==> src/rtl/cnt_sweep_driver.sv <==
// ---------------------------------------------------------------------------
// cnt_sweep_driver : load / count-up / count-down sweep source for a 4-bit
// up/down counter. SWEEP_CHECK_EN builds the q-tracking compare (err).
// Rev 1.0
// ---------------------------------------------------------------------------
`default_nettype none

module cnt_sweep_driver #(
  parameter int STEP_W = 8,
  parameter int CO_W   = 8
) (
  input  logic              clk,
  input  logic              mr_n,
  input  logic              start,
  input  logic [3:0]        cfg_start,
  input  logic [STEP_W-1:0] cfg_up,
  input  logic [STEP_W-1:0] cfg_down,
  output logic              cnt_load,
  output logic              cnt_en,
  output logic              cnt_up_down,
  output logic [3:0]        cnt_d,
  input  logic [3:0]        cnt_q,
  input  logic              cnt_co,
  output logic              busy,
  output logic              done,
  output logic [CO_W-1:0]   co_cnt,
  output logic              err
);

  typedef enum logic [2:0] {
    S_IDLE = 3'd0,
    S_LOAD = 3'd1,
    S_UP   = 3'd2,
    S_DOWN = 3'd3,
    S_FIN  = 3'd4
  } state_t;

  state_t            state, state_nxt;
  logic [STEP_W-1:0] sh_up, sh_down;
  logic [STEP_W-1:0] step, step_nxt;
  logic              cap;
  logic              load_nxt, en_nxt, ud_nxt, busy_nxt, done_nxt;
  logic [3:0]        d_nxt;
  logic [CO_W-1:0]   co_nxt;

  always_comb begin
    state_nxt = state;
    step_nxt  = step;
    d_nxt     = cnt_d;
    ud_nxt    = cnt_up_down;
    co_nxt    = co_cnt;
    cap       = 1'b0;

    case (state)
      S_IDLE: begin
        if (start) begin
          state_nxt = S_LOAD;
          cap       = 1'b1;
          d_nxt     = cfg_start;
        end
      end
      S_LOAD: begin
        if (sh_up != '0) begin
          state_nxt = S_UP;
          step_nxt  = sh_up;
        end else if (sh_down != '0) begin
          state_nxt = S_DOWN;
          step_nxt  = sh_down;
        end else begin
          state_nxt = S_FIN;
        end
      end
      S_UP: begin
        step_nxt = step - STEP_W'(1);
        if (step == STEP_W'(1)) begin
          if (sh_down != '0) begin
            state_nxt = S_DOWN;
            step_nxt  = sh_down;
          end else begin
            state_nxt = S_FIN;
          end
        end
      end
      S_DOWN: begin
        step_nxt = step - STEP_W'(1);
        if (step == STEP_W'(1)) state_nxt = S_FIN;
      end
      S_FIN:   state_nxt = S_IDLE;
      default: state_nxt = S_IDLE;
    endcase

    // co is only meaningful while the counter was actually commanded to count
    if (cnt_en && cnt_co && (co_cnt != {CO_W{1'b1}})) co_nxt = co_cnt + CO_W'(1);
    if (cap) co_nxt = '0;

    // Registered outputs are a function of the state being entered
    load_nxt = (state_nxt != S_LOAD);
    en_nxt   = (state_nxt == S_UP) || (state_nxt == S_DOWN);
    if (state_nxt == S_UP)   ud_nxt = 1'b0;
    if (state_nxt == S_DOWN) ud_nxt = 1'b1;
    busy_nxt = (state_nxt == S_LOAD) || (state_nxt == S_UP) || (state_nxt == S_DOWN);
    done_nxt = (state_nxt == S_FIN);
  end

  always_ff @(posedge clk or negedge mr_n) begin
    if (!mr_n) begin
      state       <= S_IDLE;
      step        <= '0;
      sh_up       <= '0;
      sh_down     <= '0;
      cnt_load    <= 1'b1;
      cnt_en      <= 1'b0;
      cnt_up_down <= 1'b0;
      cnt_d       <= 4'd0;
      busy        <= 1'b0;
      done        <= 1'b0;
      co_cnt      <= '0;
    end else begin
      state       <= state_nxt;
      step        <= step_nxt;
      cnt_load    <= load_nxt;
      cnt_en      <= en_nxt;
      cnt_up_down <= ud_nxt;
      cnt_d       <= d_nxt;
      busy        <= busy_nxt;
      done        <= done_nxt;
      co_cnt      <= co_nxt;
      if (cap) begin
        sh_up   <= cfg_up;
        sh_down <= cfg_down;
      end
    end
  end

`ifdef SWEEP_CHECK_EN
  logic [3:0] sh_start;
  logic [3:0] exp_q;
  logic       chk;
  logic       err_r;

  // exp advances on the same edge the counter acts on a command, so during
  // the following cycle (chk=1) cnt_q must equal exp_q.
  always_ff @(posedge clk or negedge mr_n) begin
    if (!mr_n) begin
      sh_start <= 4'd0;
      exp_q    <= 4'd0;
      chk      <= 1'b0;
      err_r    <= 1'b0;
    end else begin
      if (cap) sh_start <= cfg_start;
      chk <= (state == S_LOAD) || (state == S_UP) || (state == S_DOWN);
      case (state)
        S_LOAD:  exp_q <= sh_start;
        S_UP:    exp_q <= exp_q + 4'd1;
        S_DOWN:  exp_q <= exp_q - 4'd1;
        default: exp_q <= exp_q;
      endcase
      if (cap)                           err_r <= 1'b0;
      else if (chk && (cnt_q != exp_q)) err_r <= 1'b1;
    end
  end

  assign err = err_r;
`else
  logic unused_q;
  assign unused_q = ^cnt_q;
  assign err      = 1'b0;
`endif

endmodule

`default_nettype wire

==> config.mk <==
export PLATFORM = sky130hd
export DESIGN_NAME = cnt_sweep_driver
export DESIGN_NICKNAME = d
export VERILOG_FILES = /design/src/rtl/cnt_sweep_driver.sv
export SDC_FILE = /design/constraint.sdc
export NUM_CORES = 1
export LEC_CHECK = 0
export ABC_AREA = 1
export CAP_MARGIN = 20
export CORE_MARGIN = 2
export CORE_UTILIZATION = 39
export DETAILED_ROUTE_END_ITERATION = 8
export GPL_TIMING_DRIVEN = 0
export PLACE_DENSITY = 0.63
export SETUP_SLACK_MARGIN = 0.4
export SYNTH_ARGS = -nofsm -noshare
export SYNTH_HDL_FRONTEND = slang
export SYNTH_SLANG_ARGS = --single-unit
==> constraint.sdc <==
create_clock -name clk -period 1.75 [get_ports clk]
set_input_delay 0.175 -clock clk [delete_from_list [all_inputs] [get_ports clk]]
set_output_delay 0.175 -clock clk [all_outputs]
set_load 0.02 [all_outputs]
==> results of run 1 <==
-- worst max-delay path by stage --
stage,startpoint,endpoint,slack [ns],cells after the start
3_3_place_gp,mr_n,co_cnt[3],-0.86,1
5_1_grt,step[3],step[4],0.20,9
6_report,step[3],step[4],0.29,9
3_5_place_dp,start,sh_up[5],0.17,6
2_1_floorplan,co_cnt[0],co_cnt[6],0.38,8
4_1_cts,sh_up[4],step[7],0.31,9
-- sequential cells by signal, indices dropped and copies added (netlist names), 3 cells and up --
register and flops:
sh_up 8, cnt_d 4, sh_down 8, co_cnt 8
state 3, step 8
-- repair_timing --
item,CTS,global route
resized for setup,61,42
hold buffers,1,0
hold endpoints to repair,14,0
cloned,1,0
setup endpoints to repair,54,40
pin swaps,17,21
buffers inserted,17,11
-- per-layer routing --
layer | GRT usage [%] | part of all wire (%) | vias to the layer above
li1 | - | - | 1183
met4 | 3.519 | 1.4 | 0
met3 | 2.967 | 3.6 | 10
met5 | 0 | 0 | -
met1 | 23.57 | 45 | 1097
met2 | 30.21 | 50 | 53
-- area by class of cell --
cell class | count | area share, %
Sequential cell | 44 | 30.66
Buffer | 8 | 1.865
Inverter | 33 | 3.695
Clock inverter | 3 | 2.486
Multi-Input combinational cell | 246 | 38.85
Clock buffer | 5 | 1.899
Tap cell | 75 | 2.590
Timing Repair Buffer | 71 | 17.96
-- synthesized netlist by cell type --
master	instances
sky130_fd_sc_hd__a21oi_1	2
sky130_fd_sc_hd__a22oi_1	1
sky130_fd_sc_hd__buf_2	4
sky130_fd_sc_hd__buf_4	1
sky130_fd_sc_hd__buf_8	1
sky130_fd_sc_hd__clkbuf_1	2
sky130_fd_sc_hd__clkinv_1	1
sky130_fd_sc_hd__conb_1	1
sky130_fd_sc_hd__dfrtp_1	43
sky130_fd_sc_hd__dfstp_2	1
sky130_fd_sc_hd__ha_1	3
sky130_fd_sc_hd__inv_1	25
sky130_fd_sc_hd__inv_2	6
sky130_fd_sc_hd__inv_4	1
sky130_fd_sc_hd__nand2_1	123
sky130_fd_sc_hd__nand2_2	9
sky130_fd_sc_hd__nand2_4	3
sky130_fd_sc_hd__nand3_1	28
sky130_fd_sc_hd__nand3_2	2
sky130_fd_sc_hd__nand3_4	1
sky130_fd_sc_hd__nand3b_1	2
sky130_fd_sc_hd__nand4_1	6
sky130_fd_sc_hd__nor2_1	37
sky130_fd_sc_hd__nor2_2	1
sky130_fd_sc_hd__nor2_4	4
sky130_fd_sc_hd__nor2_8	1
sky130_fd_sc_hd__nor3_1	1
sky130_fd_sc_hd__o21a_1	1
sky130_fd_sc_hd__o21ai_0	9
sky130_fd_sc_hd__o21ai_1	4
sky130_fd_sc_hd__or2_0	1
sky130_fd_sc_hd__or2_1	1
sky130_fd_sc_hd__xor2_1	5
-- through the flow --
stage | cell area, um^2 | instances | hold slack (ns) | utilization [%]
4_1_cts | 3398 | 474 | 0.3276 | 56.40
2_1_floorplan | 2467 | 331 | -0.1206 | -
3_5_place_dp | 2977 | 447 | 0.1109 | 49.40
5_1_grt | 3623 | 485 | 0.3610 | 60.13
6_report | 3623 | 485 | 0.3239 | 60.13
3_3_place_gp | 2962 | 446 | 0.4640 | 49.15
-- worst max-delay path: stages (launching register included) --
cell	delay (ns)
sky130_fd_sc_hd__dfrtp_1	0.47
sky130_fd_sc_hd__nor2_4	0.15
sky130_fd_sc_hd__buf_4	0.14
sky130_fd_sc_hd__nand3_1	0.10
sky130_fd_sc_hd__nand3_1	0.10
sky130_fd_sc_hd__nand2_1	0.06
sky130_fd_sc_hd__nor2_2	0.12
sky130_fd_sc_hd__nand3_2	0.09
sky130_fd_sc_hd__nand2_4	0.08
sky130_fd_sc_hd__nand2_2	0.05
-- logic make-up (layout without fill, tap and decap cells) --
kind of cell	count (synthesis)	count (layout)
other	1	1
DFF	44	44
adders and majority gates	3	3
AOI/OAI and AO/OA	17	17
buffers and inverters	41	120
xor gates and xnor gates	5	5
and+or+nand+nor	220	220
-- power by group --
group / internal [mW] / switching (mW)
registers: 1.08 / 0.0858
logic: 0.209 / 0.250
clock network: 0.714 / 0.347
==> out/qor.tcl, run 1 <==
set qor(outcome) {finished clean}
set qor(area.growth.synth_to_final_pct) 47.08
set qor(die_h_um) 83.48
set qor(syn_inst) 331
set qor(filler_cell_count) 548
set qor(synth_xor_xnor_area_share_pct) 1.778
set qor(layout_setup_ws_ns) 0.2869
set qor(tritoncts) {yes}
set qor(gr-usage-all-layers_pct) 17.59
set qor(dieArea_mm2) 0.006969
set qor(yosysWarnings) 0
set qor(routed-via-count) 2343
set qor(worstPathRequired_ns) 1.94
set qor(timing.critical_path.arrival_ns) 1.65
set qor(clk_path_buf_depth) 2
set qor(timing_hold_violations_final) 0
set qor(yosys-top-cells-area) {sky130_fd_sc_hd__dfrtp_1 (44%), sky130_fd_sc_hd__nand2_1 (19%), sky130_fd_sc_hd__nand3_1 (5.7%), sky130_fd_sc_hd__nor2_1 (5.6%), sky130_fd_sc_hd__inv_1 (3.8%)}
set qor(place.detailed.hpwl_mm) 3.937
set qor(unrepaired_setup_endpoints_after_global_routing) {yes}
set qor(basic_gate_share_of_the_synthesized_area_counting_and_or_nand_and_nor_cells_pct) 40.99
set qor(grt_start_max_net_pins) 30
set qor(synth_top_family_by_area) {simple AND/OR/NAND/NOR gates}
set qor(routedWlPerCell_um) 12.69
set qor(synth_top_area_cell) {sky130_fd_sc_hd__dfrtp_1}
set qor(worst_skew_pair.late_latency_ns) 0.29
set qor(fin_tns_setup_ns) 0
set qor(final_layout_size_suffix_gt1_share_pct) 32.20
set qor(clk_transition_reported_paths_ns) 0.08
set qor(gp_routability_congestion) 0.8725
set qor(clock.fmax_mhz) 683.5
set qor(wire_length_of_the_first_global_routing_pass_mm) 10.02
set qor(reg2reg_slack_ns) 0.29
set qor(design_power_total_mw) 2.685
set qor(cp-end-kind) {flop}
set qor(first_global_vias) 2229
set qor(clock-skew-final_ns) 0.004373
set qor(timing.setup.critical_path_class) {flop to flop}
set qor(finish.net_count) 440
set qor(power.density_mw_per_mm2) 741.0
set qor(ff2ff_path_depth) 9
set qor(routed_via_density) 4.831
set qor(commonest_non_fill_non_tap_cells_in_the_layout) {sky130_fd_sc_hd__nand2_1 (106), sky130_fd_sc_hd__dfrtp_1 (36), sky130_fd_sc_hd__buf_4 (28), sky130_fd_sc_hd__nand3_1 (23)}
set qor(boundaryPins) 46
set qor(register_area_mm2) 0.001111
set qor(timing.critical_path.from_type) {flop}
set qor(multiInputGateArea_mm2) 0.001408
set qor(total_of_buffers_placed_on_input_and_output_ports) 40
set qor(worstReg2RegStart) {step[3]}
set qor(drv_cap) 0
set qor(final_critical_period_ns) 1.463
set qor(final_common_cell) {sky130_fd_sc_hd__nand2_1}
set qor(postSynthNetCount) 362
set qor(dp_worst_slack_ns) 0.1746
set qor(seq_total_area_yosys_pct) 44.74
set qor(cts_root_buf) {sky130_fd_sc_hd__clkbuf_8}
set qor(numCtsBuffers) 5
set qor(synth_fa_ha_area_share_pct) 1.524
set qor(detail_route.drc_violations) 0
set qor(die-width_um) 83.48
set qor(route.final.wire_length_mm) 6.154
set qor(synth_area_per_cell_um2) 7.443
set qor(power.leakage_nw) 1.902
set qor(postRouteAntennaNets) 0
set qor(number_of_diodes_added_for_antenna_fixing) 0
set qor(peakVddDrop_v) 0.0007414
set qor(grt_overflow) 0
set qor(clkSinkCount) 44
set qor(dr.first_iter.drc_count) 79
set qor(r2r-end) {step[4]}
set qor(final-setup-viol-count) 0
set qor(share_of_the_synthesized_area_in_compound_gates_ao_oa_aoi_oai_pct) 3.657
set qor(crit_path_max_fanout) 4
set qor(timing.hold.worst.class) {input port to asynchronous set/reset pin}
set qor(first_pass_iters) 4
set qor(min_period_over_period_pct) 83.61
set qor(placeableCoreArea_mm2) 0.006026
set qor(yosysUniqueCellTypes) 33
set qor(synth_top_area_share_pct) 43.68
set qor(antenna_found_initial) 0
set qor(yosys-mux-area-fraction_pct) 0
set qor(summed_instance_area_of_the_synthesized_netlist_mm2) 0.002464
set qor(initial_cell_density_of_the_core_pct) 40.88
set qor(core.rowCount) 28
set qor(final_max_slew_viol_count) 0
set qor(ys_ff_latch) 44
set qor(htree_num_levels) 2
(Power assumes the default switching activity.)
==> run 2: changes to the inputs <==
==> constraint.sdc (replaced) <==
create_clock -name clk -period 1.4 [get_ports clk]
set_input_delay 0.14 -clock clk [delete_from_list [all_inputs] [get_ports clk]]
set_output_delay 0.14 -clock clk [all_outputs]
set_load 0.02 [all_outputs]
==> out/qor.tcl, run 2 (same netlist as run 1, synthesis figures left out) <==
set qor(outcome) {finished, violations left}
set qor(failed_checks) {negative setup slack}
set qor(peakVddDrop_v) 0.0009535
set qor(first_global_vias) 2420
set qor(final_layout_size_suffix_gt1_share_pct) 52.05
set qor(final_critical_period_ns) 1.455
set qor(dr.first_iter.drc_count) 144
set qor(core.rowCount) 28
set qor(gr-usage-all-layers_pct) 19.66
set qor(placedCellCount) 447
set qor(crit_path_end) {step[1]}
set qor(grt_overflow) 0
set qor(worstPathRequired_ns) 1.59
set qor(dieArea_mm2) 0.006969
set qor(timing.hold.worst.class) {input port to asynchronous set/reset pin}
set qor(detail_route.drc_violations) 0
set qor(fin_tns_setup_ns) -0.1666
set qor(ff2ff_path_depth) 8
set qor(tightest_slew_ns) 0.5192
set qor(routed-via-count) 2528
set qor(clkSinkCount) 44
set qor(cts_root_buf) {sky130_fd_sc_hd__clkbuf_8}
set qor(placeableCoreArea_mm2) 0.006026
set qor(stdcell_count) 513
set qor(boundaryPins) 46
set qor(finish.net_count) 468
set qor(timing.critical_path.from_type) {flop}
set qor(worst_skew_pair.late_latency_ns) 0.30
set qor(power.leakage_nw) 2.129
set qor(initial_cell_density_of_the_core_pct) 40.88
set qor(r2r-end) {step[1]}
set qor(layout_setup_ws_ns) -0.05471
set qor(place.detailed.hpwl_mm) 4.164
set qor(final_max_slew_viol_count) 0
set qor(timing.critical_path.arrival_ns) 1.65
set qor(die-width_um) 83.48
set qor(first_pass_iters) 5
set qor(gp_routability_congestion) 0.8418
set qor(routedWlPerCell_um) 14.16
set qor(number_of_diodes_added_for_antenna_fixing) 0
set qor(wire_length_of_the_first_global_routing_pass_mm) 11.23
set qor(clock-skew-final_ns) 0.01031
set qor(route.final.wire_length_mm) 7.265
set qor(numCtsBuffers) 5
set qor(commonest_non_fill_non_tap_cells_in_the_layout) {sky130_fd_sc_hd__nand2_1 (79), sky130_fd_sc_hd__nand2_2 (38), sky130_fd_sc_hd__buf_4 (37), sky130_fd_sc_hd__buf_6 (33), sky130_fd_sc_hd__dfrtp_1 (33)}
set qor(clk_path_buf_depth) 2
set qor(clock.fmax_mhz) 687.4
set qor(clk_transition_reported_paths_ns) 0.08
set qor(reg2reg_slack_ns) -0.05
set qor(unrepaired_setup_endpoints_after_global_routing) {yes}
set qor(area.growth.synth_to_final_pct) 70.75
set qor(power.density_mw_per_mm2) 826.9
set qor(worstReg2RegStart) {step[3]}
set qor(drv_cap) 0
set qor(final_common_cell) {sky130_fd_sc_hd__nand2_1}
set qor(tritoncts) {yes}
set qor(postRouteAntennaNets) 0
set qor(timing.setup.critical_path_class) {flop to flop}
set qor(cp-startpoint) {step[3]}
set qor(crit_path_max_fanout) 6
set qor(die_h_um) 83.48
set qor(final-setup-viol-count) 7
set qor(routed_via_density) 4.928
set qor(antenna_found_initial) 0
set qor(htree_num_levels) 2
set qor(grt_start_max_net_pins) 25
set qor(timing_hold_violations_final) 0
set qor(slew-limit-headroom_pct) 65.39
set qor(min_period_over_period_pct) 103.9
set qor(total_of_buffers_placed_on_input_and_output_ports) 40
set qor(cp-end-kind) {flop}
[run 2: changes by cell type in the layout (fill, tap and decap cells not counted), moves of 6 or more]
cell                            change
sky130_fd_sc_hd__buf_6             +29
sky130_fd_sc_hd__nand2_1           -27
sky130_fd_sc_hd__nand2_2           +20
sky130_fd_sc_hd__dlygate4sd2_1     -16
sky130_fd_sc_hd__buf_4              +9
sky130_fd_sc_hd__nand3_1            -9
sky130_fd_sc_hd__o21ai_2            +8
sky130_fd_sc_hd__o21ai_0            -7
sky130_fd_sc_hd__nand2_4            +6
sky130_fd_sc_hd__nand3_2            +6
[run 2: area by class of cell]
cell class                      count  area [um^2]
Multi-Input combinational cell    246         1634
Tap cell                           75        93.84
Clock inverter                      3        42.54
Fill cell                         476         1819
Timing Repair Buffer               99        999.7
Inverter                           33        143.9
Buffer                              8        108.9
Sequential cell                    44         1115
Clock buffer                        5        68.82
[run 2: worst min path at each step]
stage / to / startpoint / cells past startpoint
2_1_floorplan: busy / mr_n / 0
4_1_cts: done / mr_n / 2
3_3_place_gp: cnt_d[1] / cnt_d[1] / 2
6_report: done / mr_n / 2
3_5_place_dp: done / mr_n / 1
5_1_grt: sh_up[2] / cfg_up[2] / 3
[run 2: what timing repair did]
| item | 4_1_cts | 5_1_grt |
|---|---|---|
| hold buffers | 1 | 0 |
| hold endpoints to repair | 19 | 0 |
| setup endpoints to repair | 61 | 59 |
| resized for setup | 168 | 81 |
| setup buffers | 37 | 15 |
| gates cloned | 4 | 1 |
| pin swaps | 37 | 39 |
[run 2: metrics by stage]
stage	setup slack (ns)	power, mW	hold slack [ns]	area (um^2)	utilization, %
after floorplan	0.09275	1.770	-0.1556	2594	-
after global placement	-1.285	2.055	0.4567	3088	51.25
after detailed placement	-0.1519	2.071	0.1485	3103	51.50
after CTS	-0.002727	3.313	0.3602	3776	62.67
after global routing	-0.1541	3.637	0.3716	4207	69.81
final	-0.05471	3.478	0.3427	4207	69.81
[run 2: worst max-delay path, cell delays in order, from the launching register on]
cell and delay [ns]:
sky130_fd_sc_hd__dfrtp_1 0.46, sky130_fd_sc_hd__nor2_4 0.16, sky130_fd_sc_hd__nand2_4 0.09, sky130_fd_sc_hd__nor2_8 0.17
sky130_fd_sc_hd__nand3_4 0.13, sky130_fd_sc_hd__nand3b_1 0.12, sky130_fd_sc_hd__nand2_1 0.07, sky130_fd_sc_hd__nor2_2 0.10
sky130_fd_sc_hd__nor2_1 0.05
[run 2: report_power, final]
part / total, mW / internal [mW] / switching [mW] / leakage [nW]
sequential: 1.48 / 1.36 / 0.122 / 0.533
clock: 0.993 / 0.529 / 0.464 / 0.0541
combinational: 1.01 / 0.539 / 0.468 / 1.54
[run 2: routing by layer]
metal  track usage [%]  vias to the layer above  part of all wire, %
met4             6.305                        0                  1.5
met2             32.77                       80                   51
met3             3.165                       13                  4.4
met1             26.24                     1190                   43
met5                 0                        -                    0
li1                  -                     1245                    -
